### config.mk
export PLATFORM = sky130hd
export DESIGN_NAME = usb_rx_control
export DESIGN_NICKNAME = d
export VERILOG_FILES = /design/src/rtl/usb_rx_control.sv
export SDC_FILE = /design/constraint.sdc
export NUM_CORES = 1
export LEC_CHECK = 0
export ABC_AREA = 1
export BUFFER_PORTS_ARGS = -buffer_cell sky130_fd_sc_hd__buf_2
export CAP_MARGIN = 20
export CORE_AREA = 2 2 39 41
export CTS_CLUSTER_SIZE = 14
export DETAILED_ROUTE_END_ITERATION = 7
export DIE_AREA = 0 0 41 43
export PLACE_DENSITY = 0.87
export SYNTH_ARGS = -nofsm -noshare
export SYNTH_HDL_FRONTEND = slang
export SYNTH_SLANG_ARGS = --single-unit
### constraint.sdc
create_clock -name clk -period 3.7 [get_ports clk]
set_input_delay 0.185 -clock clk [delete_from_list [all_inputs] [get_ports clk]]
set_output_delay 0.185 -clock clk [all_outputs]
set_load 0.01 [all_outputs]
### src/rtl/usb_rx_control.sv
// USB receive control FSM: validates SYNC, frames data bytes into FIFO writes,
// and checks that SE0 (end of packet) lands on a byte boundary.
module usb_rx_control #(
    parameter logic [7:0] SYNC_BYTE = 8'b1000_0000
) (
    input  logic       clk,
    input  logic       n_rst,
    input  logic       d_edge,
    input  logic       eop,
    input  logic       shift_enable,
    input  logic       byte_received,
    input  logic [7:0] rcv_data,
    output logic       rcving,
    output logic       w_enable,
    output logic       r_error
);

    localparam int unsigned CNT_W = 3;

    typedef enum logic [3:0] {
        IDLE      = 4'd0,
        SYNC_WAIT = 4'd1,
        SYNC_CHK  = 4'd2,
        RECV      = 4'd3,
        STORE     = 4'd4,
        EOP_WAIT  = 4'd5,
        ERR_DRAIN = 4'd6,
        ERR_WAIT  = 4'd7,
        ERR_IDLE  = 4'd8
    } state_t;

    state_t             r_state;
    state_t             w_state_next;
    logic [CNT_W-1:0]   r_bit_cnt;
    logic [CNT_W-1:0]   w_bit_cnt_next;
    logic               r_eop_pend;
    logic               w_eop_pend_next;
    logic               w_eop_ev;

    assign w_eop_ev = eop & shift_enable;

    // State and framing registers
    always_ff @(posedge clk or negedge n_rst) begin
        if (!n_rst) begin
            r_state    <= IDLE;
            r_bit_cnt  <= '0;
            r_eop_pend <= 1'b0;
        end else begin
            r_state    <= w_state_next;
            r_bit_cnt  <= w_bit_cnt_next;
            r_eop_pend <= w_eop_pend_next;
        end
    end

    // Next-state logic
    always_comb begin
        w_state_next    = r_state;
        w_eop_pend_next = r_eop_pend;
        case (r_state)
            IDLE: begin
                if (d_edge) w_state_next = SYNC_WAIT;
            end
            SYNC_WAIT: begin
                if (w_eop_ev)           w_state_next = ERR_DRAIN;
                else if (byte_received) w_state_next = SYNC_CHK;
            end
            SYNC_CHK: begin
                w_state_next = (rcv_data == SYNC_BYTE) ? RECV : ERR_DRAIN;
            end
            RECV: begin
                if (byte_received) begin
                    w_state_next    = STORE;
                    w_eop_pend_next = w_eop_ev;
                end else if (w_eop_ev) begin
                    w_state_next = (r_bit_cnt == '0) ? EOP_WAIT : ERR_DRAIN;
                end
            end
            STORE: begin
                if (r_eop_pend || w_eop_ev) begin
                    w_state_next    = EOP_WAIT;
                    w_eop_pend_next = 1'b0;
                end else begin
                    w_state_next = RECV;
                end
            end
            EOP_WAIT: begin
                if (d_edge) w_state_next = IDLE;
            end
            ERR_DRAIN: begin
                if (w_eop_ev) w_state_next = ERR_WAIT;
            end
            ERR_WAIT: begin
                if (d_edge) w_state_next = ERR_IDLE;
            end
            ERR_IDLE: begin
                if (d_edge) w_state_next = SYNC_WAIT;
            end
            default: w_state_next = IDLE;
        endcase
    end

    // Bit position within the current data byte; restarts on every entry to RECV
    always_comb begin
        w_bit_cnt_next = r_bit_cnt;
        if ((w_state_next == RECV) && (r_state != RECV)) begin
            w_bit_cnt_next = '0;
        end else if (((r_state == RECV) || (r_state == STORE)) && shift_enable && !eop) begin
            w_bit_cnt_next = CNT_W'(r_bit_cnt + CNT_W'(1));
        end
    end

    // Moore output decode
    always_comb begin
        rcving   = 1'b0;
        w_enable = 1'b0;
        r_error  = 1'b0;
        case (r_state)
            SYNC_WAIT, SYNC_CHK, RECV, EOP_WAIT: rcving = 1'b1;
            STORE: begin
                rcving   = 1'b1;
                w_enable = 1'b1;
            end
            ERR_DRAIN: begin
                rcving  = 1'b1;
                r_error = 1'b1;
            end
            ERR_WAIT, ERR_IDLE: r_error = 1'b1;
            default: ;
        endcase
    end

endmodule
==> metrics.txt, run 1 <==
Worst path max stage delay 0.43 ns; Post-Syn Instances 111; DR vias/cell 5.01; Die Y between 40 and 50 um; Top Ports 17; core area 0.00138 mm2; Setup CP Type reg -> out; vias 737; # Post-CTS Setup Buffers 0; Syn. warnings 0; R2R cell count 8; grt met1 use 0.255; row count 14; Synth Register Bits 8; largest net degree at the start of global routing 9; CP Capture Type output port; hold_buf cts 1; Yosys cell types 19; final HPWL from detailed placement 1180 um; GRT Max-Usage Layer met2; Slew @ Worst Pin 0.317 ns; CTS tree done; NumNets Final between 100 and 150; fmax 689 MHz; outcome finished, final reports clean; clock-pin slew on the worst setup and hold paths 0.05 ns; Max-Cap Viols 0; Syn Nets 127; Port Buffers 16; area grow syn2layout 19.7%; crit path max fanout 6; GRT Overall Usage 0.183; post-synthesis sequential area ratio 0.298; Buf/Inv on CP 1; max-slew violations 0; Sink Count 8; Hold Path Depth 3; Final setup viols 0; DRC violations left 0; crit path time final 1.45 ns; Stages on worst setup path 4; CTS max path bufs 2; first-pass GRT wire length 2270 um; Routed WL approximately 1400 um; clock root buffer master clkbuf_4; kind of cell adding the most delay to the critical path flip-flops; ant diodes 0; CP startpoint kind flop; Hold Path Class in -> reg; commonest non-fill, non-tap cell in the layout nand2_1; Crit path required time 3.51 ns; routability cong. 0.843; fin crit share 0.392; cts bufs inserted 3; Finished Layout Cells 147; Relative slew margins 0.788; CP max-delay cell dfrtp_1; Post-Syn Area 672 um2; highest-count cells in the layout ignoring fill and taps nand2_1 (33), inv_1 (18), nor2_1 (18); overall power 568 uW; clock latency reported for the late side of the worst-skew pair 0.24 ns; Power Dens Cells 706 mW/mm2; final cell utilization of the core 0.581; drt first-iter violations 24; M2 GR Usage 0.278; Inst Count DP 143; clk_skew 0.00295 ns; leakage power 0.000467 uW; layout cells sized above 1 0.206; Final TNS setup 0 ns; WL/cell 9.31 um; Worst EP arrival 1.27 ns; Avg Cell Area, Syn just over 6 um2; vias in the first global route 618; Filler Cell Count 134; Fin. Hold Viols 0; met3 Use GR 0.0157; die area 0.00176 mm2; Initial Util 0.486; RSZ-0062 raised after global routing no; crit-path cells nor2_2 > nand2_1 > a21oi_1 > buf_2; Initial DRT Pass Iterations 5; Worst IR Drop VDD 0.343 mV; post-CTS resize count 0; Die Wd 41 um; H-tree Lvls 1; GRT overflow 0; Post-DRT Antenna Nets 0; initial antenna violation count 0
## per-stage QoR
stage               hold slack, ns  cell area, um2  setup slack [ns]
floorplan                   -0.111             672              2.46
global placement            0.0255             772              2.32
detailed placement          0.0297             772              2.31
CTS                          0.256             805              2.24
global route                 0.289             805              2.15
finish                       0.269             805              2.25
## per-layer routing
layer | wire, um | part of all wire
met1 | 605 | 0.44
met2 | 655 | 0.48
met3 | 109 | 0.080
met4 | 0 | 0
met5 | 0 | 0
## logic make-up (layout without fill, tap and decap cells)
logic type | Yosys count | count (layout) | synth area share
buffers and inverters | 19 | 39 | 0.106
DFF | 8 | 8 | 0.298
xor gates and xnor gates | 2 | 2 | 0.0261
adders and majority gates | 2 | 2 | 0.0372
AOI/OAI and AO/OA | 8 | 8 | 0.0614
and+or+nand+nor | 72 | 72 | 0.471
## final cells by class
class,instances,area (um2),area share
inverters,19,71.3,0.0886
well taps,16,20.0,0.0249
multi-input cells,84,400,0.498
flip-flops and latches,8,200,0.249
clock buffers,3,22.5,0.0280
repair buffers,17,90.1,0.112
## power breakdown
group	switching (uW)	internal (uW)	total [uW]
registers	36.0	121	157
clock network	25.8	36.8	62.6
logic	223	125	348
## flip-flops by register name, indices dropped and copies added (netlist names)
register and cells:
r_bit_cnt 3, r_eop_pend 1, r_state 4
## cells in the mapped netlist
cell | instances | area share
nor2_1 | 18 | 0.10
nand3_1 | 11 | 0.082
a21oi_1 | 3 | 0.022
o22ai_1 | 1 | 0.0093
xor2_1 | 2 | 0.026
nand3_2 | 1 | 0.015
o21ai_0 | 3 | 0.022
ha_1 | 2 | 0.037
nand4_1 | 1 | 0.0093
nand2_1 | 33 | 0.18
nor2_2 | 3 | 0.028
nand2_2 | 2 | 0.019
o21ai_1 | 1 | 0.0074
nor3_1 | 1 | 0.0074
inv_1 | 18 | 0.10
inv_2 | 1 | 0.0056
dfrtp_1 | 8 | 0.30
nor2_4 | 1 | 0.017
and2_0 | 1 | 0.0093
## worst paths after layout
path | from | end | slack [ns]
hold reg to reg | r_eop_pend$_DFFE_PN0P_ | r_eop_pend$_DFFE_PN0P_ | 0.56
setup reg to reg | r_state[0]$_DFF_PN0_ | r_bit_cnt[0]$_DFFE_PN0P_ | 2.29
min in group asynchronous | n_rst | r_bit_cnt[0]$_DFFE_PN0P_ | 0.29
max in group asynchronous | n_rst | r_state[0]$_DFF_PN0_ | 3.24
setup / recovery | r_state[0]$_DFF_PN0_ | r_error | 2.25
hold / removal | d_edge | r_state[3]$_DFF_PN0_ | 0.27
## tightest hold or removal path: stages
cell and delay, ns:
buf_2 0.12, inv_1 0.06, o22ai_1 0.09
Note: power is estimated with default switching activity, not from simulation.
==> run 2: changes to the inputs <==
Settings changed: CORE_AREA 2 2 39 41 to default, CORE_UTILIZATION from default to 45, DIE_AREA 0 0 41 43 to default, PLACE_DENSITY 0.87 to 0.83.
Clock period 3.7 ns to 1.28 ns, I/O delays scaled along.
==> run 2 against run 1 <==
Net effect:
- clock-buffer cell count is the same
- largest cell class unchanged
- global-route usage grew 6.2 points
- the run now ends with setup timing left
- power increased to 4.1 times the previous value
- non-clock buffer count grew 16
- worst hold slack worse by 0.13 ns
- design area increased by 24%
- combinational power rose to 4.7 times the previous value
- final cell count grew 10%
- clock skew barely moved
==> metrics.txt, run 2 (synthesis gave the netlist of run 1 again) <==
fmax 699 MHz; vias 838; Routed WL roughly 1800 um; crit path time final 1.43 ns; CP startpoint kind flop; first-pass GRT wire length 2590 um; Final setup viols 8; die area between 0.0015 and 0.002 mm2; final HPWL from detailed placement 1300 um; pre-CTS WS -0.113 ns; CP Capture Type flop; Die Y between 40 and 50 um; Fin. Hold Viols 0; commonest non-fill, non-tap cell in the layout nand2_1; ant diodes 0; Filler Cell Count 109; NumNets Final ~170; largest net degree at the start of global routing 9; GRT Overall Usage 0.245; layout cells sized above 1 0.429; crit path max fanout 5; Hold Path Class in -> reg; CTS tree done; Crit path required time approximately 1.4 ns; initial antenna violation count 0; Regs by FF count r_state x4, r_bit_cnt x3, r_eop_pend x1; clk_skew 0.00291 ns; DRC violations left 0; cts bufs inserted 3; Post-DRT Antenna Nets 0; H-tree Lvls 1; vias in the first global route a little under 700; leakage power 0.000550 uW; Initial Util 0.498; GRT overflow 0; max-slew violations 0; Relative slew margins 0.847; max reg flops 4; clock-pin slew on the worst setup and hold paths 0.05 ns; Max-Cap Viols 0; clock latency reported for the late side of the worst-skew pair 0.25 ns; Setup CP Type reg -> reg; core area 0.00135 mm2; Final TNS setup -0.843 ns; RSZ-0062 raised after global routing yes; row count 13; fin crit share 1.12; routability cong. 0.854; highest-count cells in the layout ignoring fill and taps nand2_1 (29), inv_1 (15), buf_2 (15); Top Ports 17; violated checks setup timing; clock root buffer master clkbuf_4; outcome complete, but fails checks; Initial DRT Pass Iterations 4; drt first-iter violations 25; setup ws final -0.151 ns; DR vias/cell 5.17; Slew @ Worst Pin 0.228 ns; Sink Count 8; Port Buffers 16; Worst EP arrival 1.56 ns; Power Dens Cells 2310 mW/mm2; Worst IR Drop VDD ~1.2 mV; CTS max path bufs 2; Most flops, register r_state; area grow syn2layout 49.0%; Die Wd 40.6 um; WL/cell roughly 11 um
run 2: power by group:
group / switching (uW) / leakage (uW) / internal, uW
logic: 867 / 0.000436 / 769
registers: 133 / 0.0000999 / 357
clock network: 76.6 / 0.0000138 / 107
total: 1080 / 0.000550 / 1230
run 2: final cells by class:
class                      count  area, um2  share of cell area
inverter                      19       71.3              0.0713
clock buffer                   3       22.5              0.0225
tap                           15       18.8              0.0188
sequential                     8        204               0.204
timing repair buffer          33        228               0.227
multi-input combinational     84        457               0.456
run 2: final timing paths:
| path | start | endpoint | slack, ns | cells past startpoint |
|---|---|---|---|---|
| worst max-delay path | r_state[2]$_DFF_PN0_ | r_bit_cnt[1]$_DFFE_PN0P_ | -0.15 | 9 |
| worst min-delay path | d_edge | r_state[3]$_DFF_PN0_ | 0.14 | 3 |
| worst max register to register | r_state[2]$_DFF_PN0_ | r_bit_cnt[1]$_DFFE_PN0P_ | -0.15 | 9 |
| worst min register to register | r_bit_cnt[2]$_DFFE_PN0P_ | r_bit_cnt[2]$_DFFE_PN0P_ | 0.57 | 2 |
| max in group asynchronous | n_rst | r_state[0]$_DFF_PN0_ | 0.93 | 2 |
| min in group asynchronous | n_rst | r_state[2]$_DFF_PN0_ | 0.18 | 2 |
run 2: layer usage:
layer / global-route usage / vias to the layer above / part of all wire
met2: 0.409 / 39 / 0.51
met1: 0.276 / 376 / 0.41
met3: 0.0380 / 6 / 0.061
met4: 0.192 / 0 / 0.018
met5: 0 / - / 0
li1: - / 417 / -
run 2: stage by stage:
stage / power (uW) / util / instance area [um2] / hold slack, ns / cells
after floorplan: 1210 / - / 672 / -0.232 / 111
after global placement: 1680 / 0.638 / 861 / -0.0950 / 154
after detailed placement: 1710 / 0.638 / 861 / -0.0909 / 154
after CTS: 2150 / 0.715 / 965 / 0.133 / 162
after global routing: 2480 / 0.741 / 1000 / 0.150 / 162
final: 2310 / 0.741 / 1000 / 0.139 / 162
run 2: repair_timing:
action / CTS / global route
gates resized for setup: 14 / 15
hold buffers: 1 / 0
setup buffers: 4 / 0
pin swaps: 4 / 4
hold endpoints to repair: 8 / 0
cloned: 0 / 0
endpoints found under the setup margin: 7 / 10
run 2: worst max-delay path, cell delays in order (launching register included):
cell     delay [ns]
dfrtp_1        0.44
inv_2          0.10
nor2_4         0.17
nand2_2        0.12
nor2_2         0.10
nor2_1         0.06
nand2_1        0.06
nand3_1        0.08
nor2_2         0.13
nor2_1         0.05
==> run 3: changes to the inputs <==
Settings changed: CTS_CLUSTER_SIZE 14 to 40, SETUP_SLACK_MARGIN from default to 0.02.
==> run 3 against run 2 <==
Net effect:
- the flow still finishes with violations (setup timing)
- non-clock buffer count is the same
- sequential share of layout area is the same
- combinational power about the same
- register-to-register slack improved by 0.03 ns
- largest power group unchanged
- first-iteration DRC count increased by 84%
- clock skew up 0.0031 ns
- critical endpoint unchanged
- setup slack improved by 0.028 ns
- utilization is the same
- highest routed layer unchanged
==> metrics.txt, run 3 (synthesis gave the netlist of run 1 again) <==
ant diodes 0; Logic pwr share 0.709; final HPWL from detailed placement approximately 1300 um; Setup CP Type reg -> reg; Clk pwr share 0.080; Worst EP arrival 1.53 ns; layout cells sized above 1 0.429; overall power 2300 uW; clk_skew 0.00596 ns; FF-to-FF Start r_state[1]$_DFF_PN0_; Final setup viols 7; Post-DRT Antenna Nets 0; CP startpoint kind flop; crit path time final 1.40 ns; drt first-iter violations 46; Worst IR Drop VDD 1.28 mV; CTS max path bufs 2; Inst Count DP around 150; Initial Util 0.498; GRT Overall Usage 0.246; max-slew violations 0; Fin. Hold Viols 0; Regs by FF count r_state x4, r_bit_cnt x3, r_eop_pend x1; Die Y between 40 and 50 um; Finished Layout Cells 162; Max-Cap Viols 0; RSZ-0062 raised after global routing yes; DR vias/cell 5.22; Sw Share 0.463; Hold Path Sink r_state[3]$_DFF_PN0_; Hold WS 0.138 ns; crit path max fanout 5; fmax between 700 and 800 MHz; commonest non-fill, non-tap cell in the layout nand2_1; area grow syn2layout 49.0%; Worst R2R Setup Slack -0.12 ns; fin crit share 1.10; initial antenna violation count 0; violated checks setup timing; Power Dens Cells 2300 mW/mm2; Die Wd 40.6 um; Top Ports 17; first-pass GRT wire length 2590 um; highest-count cells in the layout ignoring fill and taps nand2_1 (29), inv_1 (15), buf_2 (15); P_int 1240 uW; DRC violations left 0; H-tree Lvls 1; register share of total power 0.211; cts bufs inserted 3; Filler Cell Count approximately 110; die area between 0.0015 and 0.002 mm2; critical hold path startpoint d_edge; outcome complete, but fails checks; cell area after layout between 0.001 and 0.0015 mm2; Hold Path Depth 3; GRT overflow 0; R2R cell count 8; largest net degree at the start of global routing 9; Crit path required time ~1.4 ns; NumNets Final 165; Hold Path Class in -> reg; CP Capture Type flop; core area 0.00135 mm2; vias in the first global route 670; Routed WL around 1800 um; net switching power 1070 uW; clock root buffer master clkbuf_4; row count 13; clock-pin slew on the worst setup and hold paths 0.05 ns; leakage power 0.000549 uW; routability cong. 0.854; setup ws final -0.123 ns; reg-to-reg endpoint r_bit_cnt[1]$_DFFE_PN0P_; WL/cell roughly 11 um; Slew @ Worst Pin about 0.23 ns; CTS tree done; Sink Count 8; Most flops, register r_state; max reg flops 4; Initial DRT Pass Iterations 4; Relative slew margins 0.846; vias around 850; Area after DPL 861 um2; clock latency reported for the late side of the worst-skew pair 0.25 ns; Port Buffers 16
## run 3: cell counts in the layout (fill, tap and decap cells not counted)
Identical to the previous run, type by type.
## run 3: through the flow
| step | utilization | worst slack (ns) | setup TNS (ns) |
|---|---|---|---|
| finish | 0.741 | -0.123 | -0.674 |
| global route | 0.741 | -0.208 | -1.35 |
| CTS | 0.715 | -0.0832 | -0.428 |
| detailed placement | 0.638 | -0.113 | -0.362 |
| global placement | 0.638 | -0.0930 | -0.281 |
| floorplan | - | 0.0386 | 0 |
## run 3: power by group through the flow
| stage | Sequential [uW] | Combinational (uW) | Clock (uW) |
|---|---|---|---|
| 2_1_floorplan | 437 | 770 | 0 |
| 4_1_cts | 467 | 1500 | 189 |
| 3_5_place_dp | 449 | 1270 | 0 |
| 6_report | 486 | 1630 | 184 |
| 5_1_grt | 499 | 1770 | 214 |
| 3_3_place_gp | 444 | 1230 | 0 |
## run 3: what timing repair did
action | 4_1_cts | 5_1_grt
pin swaps | 4 | 4
hold buffers | 1 | 0
endpoints found under the setup margin | 7 | 10
gates resized for setup | 14 | 15
cloned | 0 | 0
buffers inserted | 4 | 0
endpoints found under the hold margin | 8 | 0
## run 3: layout make-up
class / instances / area [um2] / share of cell area
flip-flops and latches: 8 / 204 / 0.204
multi-input cells: 84 / 457 / 0.456
well taps: 15 / 18.8 / 0.0188
clock buffers: 3 / 22.5 / 0.0225
inverters: 19 / 71.3 / 0.0713
repair buffers: 33 / 228 / 0.227
## run 3: routing by layer
metal | global-route usage | vias up | routed length [um]
li1 | - | 416 | -
met1 | 0.272 | 379 | 735
met2 | 0.437 | 43 | 889
met3 | 0.0380 | 8 | 103
met4 | 0.150 | 0 | 48
met5 | 0 | - | 0
## run 3: worst max-delay path by stage
stage	from	endpoint	slack, ns	depth (start not counted)
floorplan	r_state[0]$_DFF_PN0_	r_bit_cnt[0]$_DFFE_PN0P_	0.04	8
global placement	r_state[1]$_DFF_PN0_	r_bit_cnt[0]$_DFFE_PN0P_	-0.09	8
detailed placement	r_state[3]$_DFF_PN0_	r_bit_cnt[1]$_DFFE_PN0P_	-0.11	8
CTS	r_state[2]$_DFF_PN0_	r_bit_cnt[1]$_DFFE_PN0P_	-0.08	8
global route	r_state[2]$_DFF_PN0_	r_bit_cnt[2]$_DFFE_PN0P_	-0.21	6
finish	r_state[1]$_DFF_PN0_	r_bit_cnt[1]$_DFFE_PN0P_	-0.12	8
## run 3: critical path, cell delays in order (launching register included)
cell and delay, ns:
dfrtp_2 0.46, inv_1 0.11, nand2_1 0.06, nand3_1 0.12, nand2_1 0.08, nor2_2 0.16
nand3_1 0.11, nor2_2 0.13, nor2_1 0.05
